[src/rtl/qspi_target_mem.sv]
// qspi_target_mem: QSPI mode-0 target backed by a 2^ADDR_BITS byte register memory.
// sck/csn/io_i are oversampled on `clock` through 2-flop synchronizers.
// Commands: 0x02 single write, 0x03 single read, 0x32 quad write, 0x6B quad read.
// Optional feature macro: QSPI_TARGET_MEM_QUAD_EN enables 0x32/0x6B and the DUMMY phase;
// without it those commands are treated as unknown and only io[1] is ever driven.
`timescale 1ns/1ps

module qspi_target_mem #(
    parameter int ADDR_BITS    = 4,
    parameter int DUMMY_CYCLES = 4
) (
    input  logic                 clock,
    input  logic                 reset,
    input  logic                 sck,
    input  logic                 csn,
    input  logic [3:0]           io_i,
    output logic [3:0]           io_o,
    output logic [3:0]           io_oe,
    output logic                 wr_valid,
    output logic [ADDR_BITS-1:0] wr_addr,
    output logic [7:0]           wr_data
);

    typedef enum logic [2:0] {
        S_IDLE,
        S_CMD,
        S_ADDR,
        S_DUMMY,
        S_WDATA,
        S_RDATA,
        S_IGNORE
    } state_t;

    localparam int                   DEPTH      = 1 << ADDR_BITS;
    localparam logic [7:0]           DUMMY_LAST = 8'(DUMMY_CYCLES - 1);
    localparam logic [ADDR_BITS-1:0] ONE_A      = ADDR_BITS'(1);

    // synchronizer and edge-history flops
    logic                 r_sck_s1, r_sck_s2, r_sck_d;
    logic                 r_csn_s1, r_csn_s2, r_csn_d;
    logic [3:0]           r_io_s1, r_io_s2;

    // transaction state
    state_t               r_state;
    logic [7:0]           r_cnt;
    logic [6:0]           r_cmd;
    logic                 r_rd;
    logic                 r_quad;
    logic [ADDR_BITS-1:0] r_addr;
    logic [7:0]           r_shift;
    logic [3:0]           r_ob;
    logic [7:0]           r_mem [DEPTH];

    // registered outputs
    logic [3:0]           r_io_o;
    logic [3:0]           r_io_oe;
    logic                 r_wr_valid;
    logic [ADDR_BITS-1:0] r_wr_addr;
    logic [7:0]           r_wr_data;

    logic                 w_sck_rise, w_sck_fall, w_csn_fall;
    logic                 w_bit;
    logic [7:0]           w_cmd;
    logic                 w_cmd_ok, w_cmd_rd, w_cmd_qd;
    logic [ADDR_BITS-1:0] w_addr_shift;
    logic [7:0]           w_wbyte;
    logic                 w_byte_last;

    // Two-flop synchronizers; csn history resets low so a csn already low at reset
    // release is not mistaken for a fresh falling edge.
    always_ff @(posedge clock) begin
        if (reset) begin
            r_sck_s1 <= 1'b0;
            r_sck_s2 <= 1'b0;
            r_sck_d  <= 1'b0;
            r_csn_s1 <= 1'b0;
            r_csn_s2 <= 1'b0;
            r_csn_d  <= 1'b0;
            r_io_s1  <= 4'b0;
            r_io_s2  <= 4'b0;
        end else begin
            r_sck_s1 <= sck;
            r_sck_s2 <= r_sck_s1;
            r_sck_d  <= r_sck_s2;
            r_csn_s1 <= csn;
            r_csn_s2 <= r_csn_s1;
            r_csn_d  <= r_csn_s2;
            r_io_s1  <= io_i;
            r_io_s2  <= r_io_s1;
        end
    end

    assign w_sck_rise   = r_sck_s2 & ~r_sck_d;
    assign w_sck_fall   = ~r_sck_s2 & r_sck_d;
    assign w_csn_fall   = ~r_csn_s2 & r_csn_d;
    assign w_bit        = r_io_s2[0];
    assign w_cmd        = {r_cmd, w_bit};
    assign w_addr_shift = {r_addr[ADDR_BITS-2:0], w_bit};
    assign w_wbyte      = r_quad ? {r_shift[3:0], r_io_s2} : {r_shift[6:0], w_bit};
    assign w_byte_last  = r_quad ? (r_cnt == 8'd1) : (r_cnt == 8'd7);

    // Command decode of the byte completing on this rising edge.
    always_comb begin
        w_cmd_ok = 1'b0;
        w_cmd_rd = 1'b0;
        w_cmd_qd = 1'b0;
        case (w_cmd)
            8'h02: w_cmd_ok = 1'b1;
            8'h03: begin
                w_cmd_ok = 1'b1;
                w_cmd_rd = 1'b1;
            end
`ifdef QSPI_TARGET_MEM_QUAD_EN
            8'h32: begin
                w_cmd_ok = 1'b1;
                w_cmd_qd = 1'b1;
            end
            8'h6B: begin
                w_cmd_ok = 1'b1;
                w_cmd_rd = 1'b1;
                w_cmd_qd = 1'b1;
            end
`endif
            default: ;
        endcase
    end

    // Protocol FSM, memory and registered pin outputs; a high csn overrides any sck edge.
    always_ff @(posedge clock) begin
        if (reset) begin
            r_state    <= S_IDLE;
            r_cnt      <= 8'd0;
            r_cmd      <= 7'd0;
            r_rd       <= 1'b0;
            r_quad     <= 1'b0;
            r_addr     <= '0;
            r_shift    <= 8'd0;
            r_ob       <= 4'b0;
            r_io_o     <= 4'b0;
            r_io_oe    <= 4'b0;
            r_wr_valid <= 1'b0;
            r_wr_addr  <= '0;
            r_wr_data  <= 8'd0;
            for (int i = 0; i < DEPTH; i++) begin
                r_mem[i] <= 8'd0;
            end
        end else begin
            r_wr_valid <= 1'b0;
            // pins lag the falling-edge shift by one cycle
            r_io_o     <= (r_state == S_RDATA) ? r_ob : 4'b0;
`ifdef QSPI_TARGET_MEM_QUAD_EN
            r_io_oe    <= (r_state == S_RDATA) ? (r_quad ? 4'b1111 : 4'b0010) : 4'b0000;
`else
            r_io_oe    <= (r_state == S_RDATA) ? 4'b0010 : 4'b0000;
`endif
            if (r_csn_s2) begin
                r_state <= S_IDLE;
                r_cnt   <= 8'd0;
                r_ob    <= 4'b0;
            end else begin
                case (r_state)
                    S_IDLE: begin
                        if (w_csn_fall) begin
                            r_state <= S_CMD;
                            r_cnt   <= 8'd0;
                        end
                    end
                    S_CMD: begin
                        if (w_sck_rise) begin
                            r_cmd <= {r_cmd[5:0], w_bit};
                            r_cnt <= r_cnt + 8'd1;
                            if (r_cnt == 8'd7) begin
                                r_cnt   <= 8'd0;
                                r_rd    <= w_cmd_rd;
                                r_quad  <= w_cmd_qd;
                                r_state <= w_cmd_ok ? S_ADDR : S_IGNORE;
                            end
                        end
                    end
                    S_ADDR: begin
                        if (w_sck_rise) begin
                            // upper address bits simply shift out of r_addr
                            r_addr <= w_addr_shift;
                            r_cnt  <= r_cnt + 8'd1;
                            if (r_cnt == 8'd7) begin
                                r_cnt <= 8'd0;
                                if (!r_rd) begin
                                    r_state <= S_WDATA;
                                end else if (r_quad) begin
                                    r_state <= S_DUMMY;
                                end else begin
                                    r_state <= S_RDATA;
                                    r_shift <= r_mem[w_addr_shift];
                                    r_addr  <= w_addr_shift + ONE_A;
                                    r_ob    <= 4'b0;
                                end
                            end
                        end
                    end
                    S_DUMMY: begin
                        if (w_sck_rise) begin
                            r_cnt <= r_cnt + 8'd1;
                            if (r_cnt == DUMMY_LAST) begin
                                r_cnt   <= 8'd0;
                                r_state <= S_RDATA;
                                r_shift <= r_mem[r_addr];
                                r_addr  <= r_addr + ONE_A;
                                r_ob    <= 4'b0;
                            end
                        end
                    end
                    S_WDATA: begin
                        if (w_sck_rise) begin
                            r_shift <= w_wbyte;
                            r_cnt   <= r_cnt + 8'd1;
                            if (w_byte_last) begin
                                r_cnt         <= 8'd0;
                                r_mem[r_addr] <= w_wbyte;
                                r_wr_valid    <= 1'b1;
                                r_wr_addr     <= r_addr;
                                r_wr_data     <= w_wbyte;
                                r_addr        <= r_addr + ONE_A;
                            end
                        end
                    end
                    S_RDATA: begin
                        if (w_sck_fall) begin
                            r_ob <= r_quad ? r_shift[7:4] : {2'b00, r_shift[7], 1'b0};
                            if (w_byte_last) begin
                                r_cnt   <= 8'd0;
                                r_shift <= r_mem[r_addr];
                                r_addr  <= r_addr + ONE_A;
                            end else begin
                                r_cnt   <= r_cnt + 8'd1;
                                r_shift <= r_quad ? {r_shift[3:0], 4'b0} : {r_shift[6:0], 1'b0};
                            end
                        end
                    end
                    S_IGNORE: ;
                    default: r_state <= S_IDLE;
                endcase
            end
        end
    end

    assign io_o     = r_io_o;
    assign io_oe    = r_io_oe;
    assign wr_valid = r_wr_valid;
    assign wr_addr  = r_wr_addr;
    assign wr_data  = r_wr_data;

endmodule

[config.mk]
export PLATFORM = sky130hd
export DESIGN_NAME = qspi_target_mem
export DESIGN_NICKNAME = d
export VERILOG_FILES = /design/src/rtl/qspi_target_mem.sv
export SDC_FILE = /design/constraint.sdc
export NUM_CORES = 1
export LEC_CHECK = 0
export CAP_MARGIN = 20
export CORE_MARGIN = 4
export CORE_UTILIZATION = 56
export DETAILED_ROUTE_END_ITERATION = 7
export PLACE_DENSITY = 0.8
export SLEW_MARGIN = 20
export SYNTH_ARGS = -nofsm -noshare
export SYNTH_HDL_FRONTEND = slang
export SYNTH_SLANG_ARGS = --single-unit
[constraint.sdc]
create_clock -name clock -period 2.4 [get_ports clock]
set_clock_uncertainty 0.1 [all_clocks]
set_input_delay 0.24 -clock clock [delete_from_list [all_inputs] [get_ports clock]]
set_output_delay 0.24 -clock clock [all_outputs]
set_load 0.02 [all_outputs]
==> results.toml, run 1 <==
[grt]
antenna_found_initial = 0
grt_pass1_wl_mm = 40.2
grt_start_max_net_pins = 47
gr-total-overflow = 0
grt_pass1_vias = 6996
track_usage_pct = 26.9

[route]
drtIter0Drc = 904
route.detailed.drc = 0
final_antenna_net_count = 0
dr.pass1.iters = 5
vias = 7008
detail_route.vias_per_cell = 6.57
routed_wl_mm = 25.8
wl_per_cell_um = 24.2

[critical_path]
regToRegEndpoint = "r_mem[5][7]"
crit_type = "register to register"
worst_setup_path_start_kind = "register"
endpoint = "r_mem[5][7]"
cp-end-kind = "register"
path_buf_inv = 2
cp_slowest_cell = "dfxtp_1"
critPathArrivalTime_ns = 2.39
cp-startpoint = "r_cnt[0]"
critical_path.max_stage_delay_ns = 0.38
critPathRequiredTime_ns = 2.47
r2r_start = "r_cnt[0]"
cp.depth = 8
cp_max_fo = 19
worstPathCellList = "ha_1 -> and4bb_4 -> nand2_4 -> nor4b_4 -> buf_12 -> and3_1 -> or2_1 -> buf_4"
cp_top_family = "simple AND/OR/NAND/NOR gates"
worstRegToRegCells = 8
ff2ff_setup_slack_ns = 0.07

[logic_synthesis]
synth-simple-area-share_pct = 18.3
ys_seq_area_share_pct = 51.2
avgSynthCellArea_um2 = 12.5
synth_compound_area_share_pct = 8.35
synthArstFlopShare_pct = 0
synthAdderAreaFrac_pct = 0.765
synth_top_family_by_area = "simple AND/OR/NAND/NOR gates"
ys_ff_latch = 187
synth-xor-area-share_pct = 0.893
syn-cell-area_mm2 = 0.00981
synthMuxAreaShare_pct = 15.7
synthCells = 786
yosys_warnings = 0
synth_ff_type = "edfxtp_1"
synth_edf_count = 128
yosysUniqueCellTypes = 71

[finish]
n_fill_cell = 1218
fin_area_mm2 = 0.0112
syn_to_final_growth_pct = 14.5
fin_util_pct = 65.2
layout_common_cells = "129 x and2_1, 128 x edfxtp_1, 65 x buf_4"
final_layout_size_suffix_gt1_share_pct = 23.3
mostFrequentLayoutCell = "and2_1"
fin_nets = 841

[power_and_ir_drop]
vdd_drop_max_mv = 0.551
p_leak_nw = 4.07
p_total_mw = 6.93
p_per_area_mw_per_mm2 = 617

[hold_path]
hold_path.class = "input pin to register"
holdPathStages = 2

[clock_network]
root_buffer = "clkbuf_16"
cts_inserted_buffers = 17
cts_tree = "built"
h-tree-depth = 4
cts_max_path_buffers = 2
cts.sinks = 187
holdBufCountCts = 0
clkTransAtPathRegs_ns = 0.07
clock_latency_ns = 0.45

[placed_design]
pre_cts_slack_ns = -0.0279
place_area_mm2 = 0.0105
gp_congestion = 0.995
dp_hpwl_mm = 17.7
port_buffers = 19

[sta]
worstMarginPinSlew_ns = 1.03
slew_headroom_pct = 31.0
max_freq_mhz = 430
finalCriticalPeriod_ns = 2.33
timing.final.crit_share_pct = 97.0
setup_ws_ns = 0.0727
tns_ns = 0
finalMaxSlewViolations = 0
setup_viol = 0
hold_violations = 0

[floorplanning]
start_util_pct = 56.9
core_area_mm2 = 0.0172
io_pins = 29
die_h_um = 140
rows = 48
dieArea_mm2 = 0.0197
dieWidth_um = 140

[status]
status = "completed"

[job]
maxCapViolCount = 0
## final cells by class
| type | count | area, um2 | share of cell area, % |
|---|---|---|---|
| diodes | 2 | 5.00 | 0.0446 |
| clock inverters | 15 | 203 | 1.80 |
| well taps | 225 | 282 | 2.51 |
| repair buffers | 93 | 858 | 7.64 |
| clock buffers | 17 | 425 | 3.79 |
| multi-input cells | 518 | 4390 | 39.1 |
| inverters | 10 | 41.3 | 0.368 |
| flip-flops and latches | 187 | 5030 | 44.8 |
## registers in the layout, summed over array words and instances, names as in the netlist, 3 cells and up, named ones only
name	count
wr_addr	4
r_state	3
r_shift	8
r_mem	128
r_addr	4
r_cnt	8
r_cmd	7
wr_data	8
## stage by stage
step,std cells,hold slack [ns]
final,1067,0.254
after global routing,1065,0.257
after CTS,1063,0.249
after detailed placement,1031,0.339
after global placement,1031,0.332
after floorplan,791,0.268
## where the power goes
part	total, mW	internal (mW)	switching, mW
Clock	3.03	1.68	1.35
Combinational	0.320	0.148	0.172
Sequential	3.57	3.51	0.0619
Total	6.93	5.34	1.59
## worst min path at each step
stage	endpoint	slack, ns	start
finish	r_csn_s1	0.25	csn
global route	r_sck_s1	0.26	sck
CTS	r_csn_s1	0.25	csn
detailed placement	r_io_s2[0]	0.34	r_io_s1[0]
global placement	r_sck_s2	0.33	r_sck_s1
floorplan	r_csn_s1	0.27	csn
## cell usage after synthesis, drive strengths merged, types with 9 or more instances
cell    count  area share, %
nor2b      12           0.77
mux4       61             14
clkbuf     28            1.1
edfxtp    128             39
o22ai      13           0.83
nor2       39            1.5
and2      129            8.2
a211oi     15            1.3
nand2      42            1.7
a22o       12            1.1
mux2i      11            1.1
inv         9           0.34
and3       17            1.1
buf        48            3.3
dfxtp      59             12
a21oi      22            1.1
or2        20            1.3
## per-layer routing
layer  routed length [um]  up-vias  global-route usage (%)
met3                 2630      101                    5.70
met1                 9640     3421                    34.9
met5                    0        -                       0
li1                     -     2996                       -
met2                12300      490                    42.5
met4                 1300        0                    14.7
## kinds of logic (layout without fill, tap and decap cells)
logic type	count (synthesis)	after routing
fa+ha+maj	6	6
compound gates	111	111
other cells	1	8
buf+inv	86	135
mux	77	77
flops	187	187
simple gates	308	308
xor+xnor	10	10
## what timing repair did
action,4_1_cts,5_1_grt
buffers inserted,0,2
endpoints found under the hold margin,0,0
setup endpoints to repair,24,116
cloned,0,0
resized for setup,3,13
pin swaps,0,1
(Power assumes the default switching activity.)
==> run 2: changes to the inputs <==
--- a/config.mk
+++ b/config.mk
@@ -10,6 +10,7 @@
 export CORE_UTILIZATION = 56
 export DETAILED_ROUTE_END_ITERATION = 7
 export PLACE_DENSITY = 0.8
+export SKIP_LAST_GASP = 1
 export SLEW_MARGIN = 20
 export SYNTH_ARGS = -nofsm -noshare
 export SYNTH_HDL_FRONTEND = slang
==> results.toml, run 2 (synthesis results as in run 1) <==
[status]
status = "completed"

[critical_path]
path_buf_inv = 1
crit_type = "register to register"
worstPathCellList = "ha_1 -> and4bb_4 -> nand2_4 -> nor4b_4 -> buf_12 -> and3_1 -> or2_1"
worst_setup_path_start_kind = "register"
critical_path.max_stage_delay_ns = 0.38
critPathArrivalTime_ns = 2.40
cp-end-kind = "register"
cp_max_fo = 19
cp_top_family = "simple AND/OR/NAND/NOR gates"
cp_slowest_cell = "dfxtp_1"
critPathRequiredTime_ns = 2.42

[floorplanning]
dieArea_mm2 = 0.0197
rows = 48
die_h_um = 140
core_area_mm2 = 0.0172
start_util_pct = 56.9
io_pins = 29
dieWidth_um = 140

[sta]
finalMaxSlewViolations = 0
rsz0062_at_grt = "true"
setup_viol = 0
finalCriticalPeriod_ns = 2.38
hold_violations = 0
holdWs_ns = 0.253
max_freq_mhz = 420
worstMarginPinSlew_ns = 1.03
timing.final.crit_share_pct = 99.3
slew_headroom_pct = 30.9

[placed_design]
dp_hpwl_mm = 17.7
gp_congestion = 0.995
port_buffers = 19

[clock_network]
clkTransAtPathRegs_ns = 0.07
cts_tree = "built"
h-tree-depth = 4
cts_inserted_buffers = 17
cts.sinks = 187
clock_latency_ns = 0.45
root_buffer = "clkbuf_16"
cts_max_path_buffers = 2
holdBufCountCts = 0

[grt]
antenna_found_initial = 0
grt_pass1_vias = 6996
gr-total-overflow = 0
grt_start_max_net_pins = 47
grt_pass1_wl_mm = 40.2
track_usage_pct = 26.9

[route]
route.detailed.drc = 0
vias = 7001
final_antenna_net_count = 0
detail_route.vias_per_cell = 6.56
wl_per_cell_um = 24.2
dr.pass1.iters = 6
drtIter0Drc = 859
routed_wl_mm = 25.8

[finish]
mostFrequentLayoutCell = "and2_1"
largest_reg_flops = 128
syn_to_final_growth_pct = 14.2
regMostFlops = "r_mem"
layout_common_cells = "129 x and2_1, 128 x edfxtp_1, 65 x buf_4"
fin_nets = 841
fin_util_pct = 65.0
final_layout_size_suffix_gt1_share_pct = 22.7

[power_and_ir_drop]
vdd_drop_max_mv = 0.554
p_total_mw = 6.94
power.clock.fraction_pct = 43.9
comb_power_share_pct = 4.6
p_per_area_mw_per_mm2 = 619
p_sw_mw = 1.60
internal_power_mw = 5.34
p_seq_share_pct = 51.5
p_leak_nw = 4.06
switching_share_pct = 23.0

[job]
maxCapViolCount = 0

[hold_path]
hold_path.class = "input pin to register"
[run 2: power by group through the flow]
stage / registers (mW) / clock network (mW) / logic (mW)
after global placement: 3.63 / 0 / 0.296
after detailed placement: 3.64 / 0 / 0.302
after CTS: 3.57 / 3.04 / 0.309
after global routing: 3.58 / 3.19 / 0.338
after floorplan: 3.61 / 0 / 0.225
final: 3.57 / 3.04 / 0.318
[run 2: final timing paths]
check	cells after the start	slack [ns]	from	to
worst max register to register	7	0.02	r_cnt[0]	r_mem[10][7]
worst min register to register	1	0.34	r_io_s1[0]	r_io_s2[0]
worst max-delay path	7	0.02	r_cnt[0]	r_mem[10][7]
worst min-delay path	2	0.25	csn	r_csn_s1
[run 2: repair_timing]
action / 4_1_cts / 5_1_grt
setup buffers: 0 / 2
gates resized for setup: 3 / 7
setup endpoints to repair: 24 / 116
pin swaps: 0 / 1
[run 2: stage by stage]
step	setup TNS, ns	cells	setup WS (ns)	area [um2]
2_1_floorplan	0	791	0.0506	9830
3_3_place_gp	0	1031	0.0260	10500
3_5_place_dp	-0.381	1031	-0.0279	10500
4_1_cts	0	1063	0.00161	11200
5_1_grt	-0.922	1065	-0.0477	11200
6_report	0	1067	0.0169	11200
[run 2: routing by layer]
layer | global-route usage (%) | up-vias | routed length, um
li1 | - | 3001 | -
met1 | 34.9 | 3400 | 9630
met2 | 42.5 | 485 | 12300
met3 | 5.70 | 115 | 2570
met4 | 14.7 | 0 | 1340
met5 | 0 | - | 0
[run 2: worst reg2reg max path: stages, from the launching register on]
cell and delay, ns:
dfxtp_1 0.38, ha_1 0.19, and4bb_4 0.27, nand2_4 0.08, nor4b_4 0.33, buf_12 0.21, and3_1 0.19, or2_1 0.32
[run 2: area by class of cell]
| class | instances | area (um2) |
|---|---|---|
| clock buffer | 17 | 425 |
| timing repair buffer | 93 | 858 |
| multi-input combinational | 518 | 4370 |
| tap | 225 | 282 |
| sequential | 187 | 5030 |
| antenna | 2 | 5.00 |
| fill | 1217 | 6030 |
| inverter | 10 | 41.3 |
| clock inverter | 15 | 203 |
==> run 3: changes to the inputs <==
--- a/config.mk
+++ b/config.mk
@@ -5,6 +5,7 @@
 export SDC_FILE = /design/constraint.sdc
 export NUM_CORES = 1
 export LEC_CHECK = 0
+export ABC_AREA = 0
 export CAP_MARGIN = 20
 export CORE_MARGIN = 4
 export CORE_UTILIZATION = 56
==> results of run 3 <==
Final layout, timing and power as in run 2 (identical DEF).
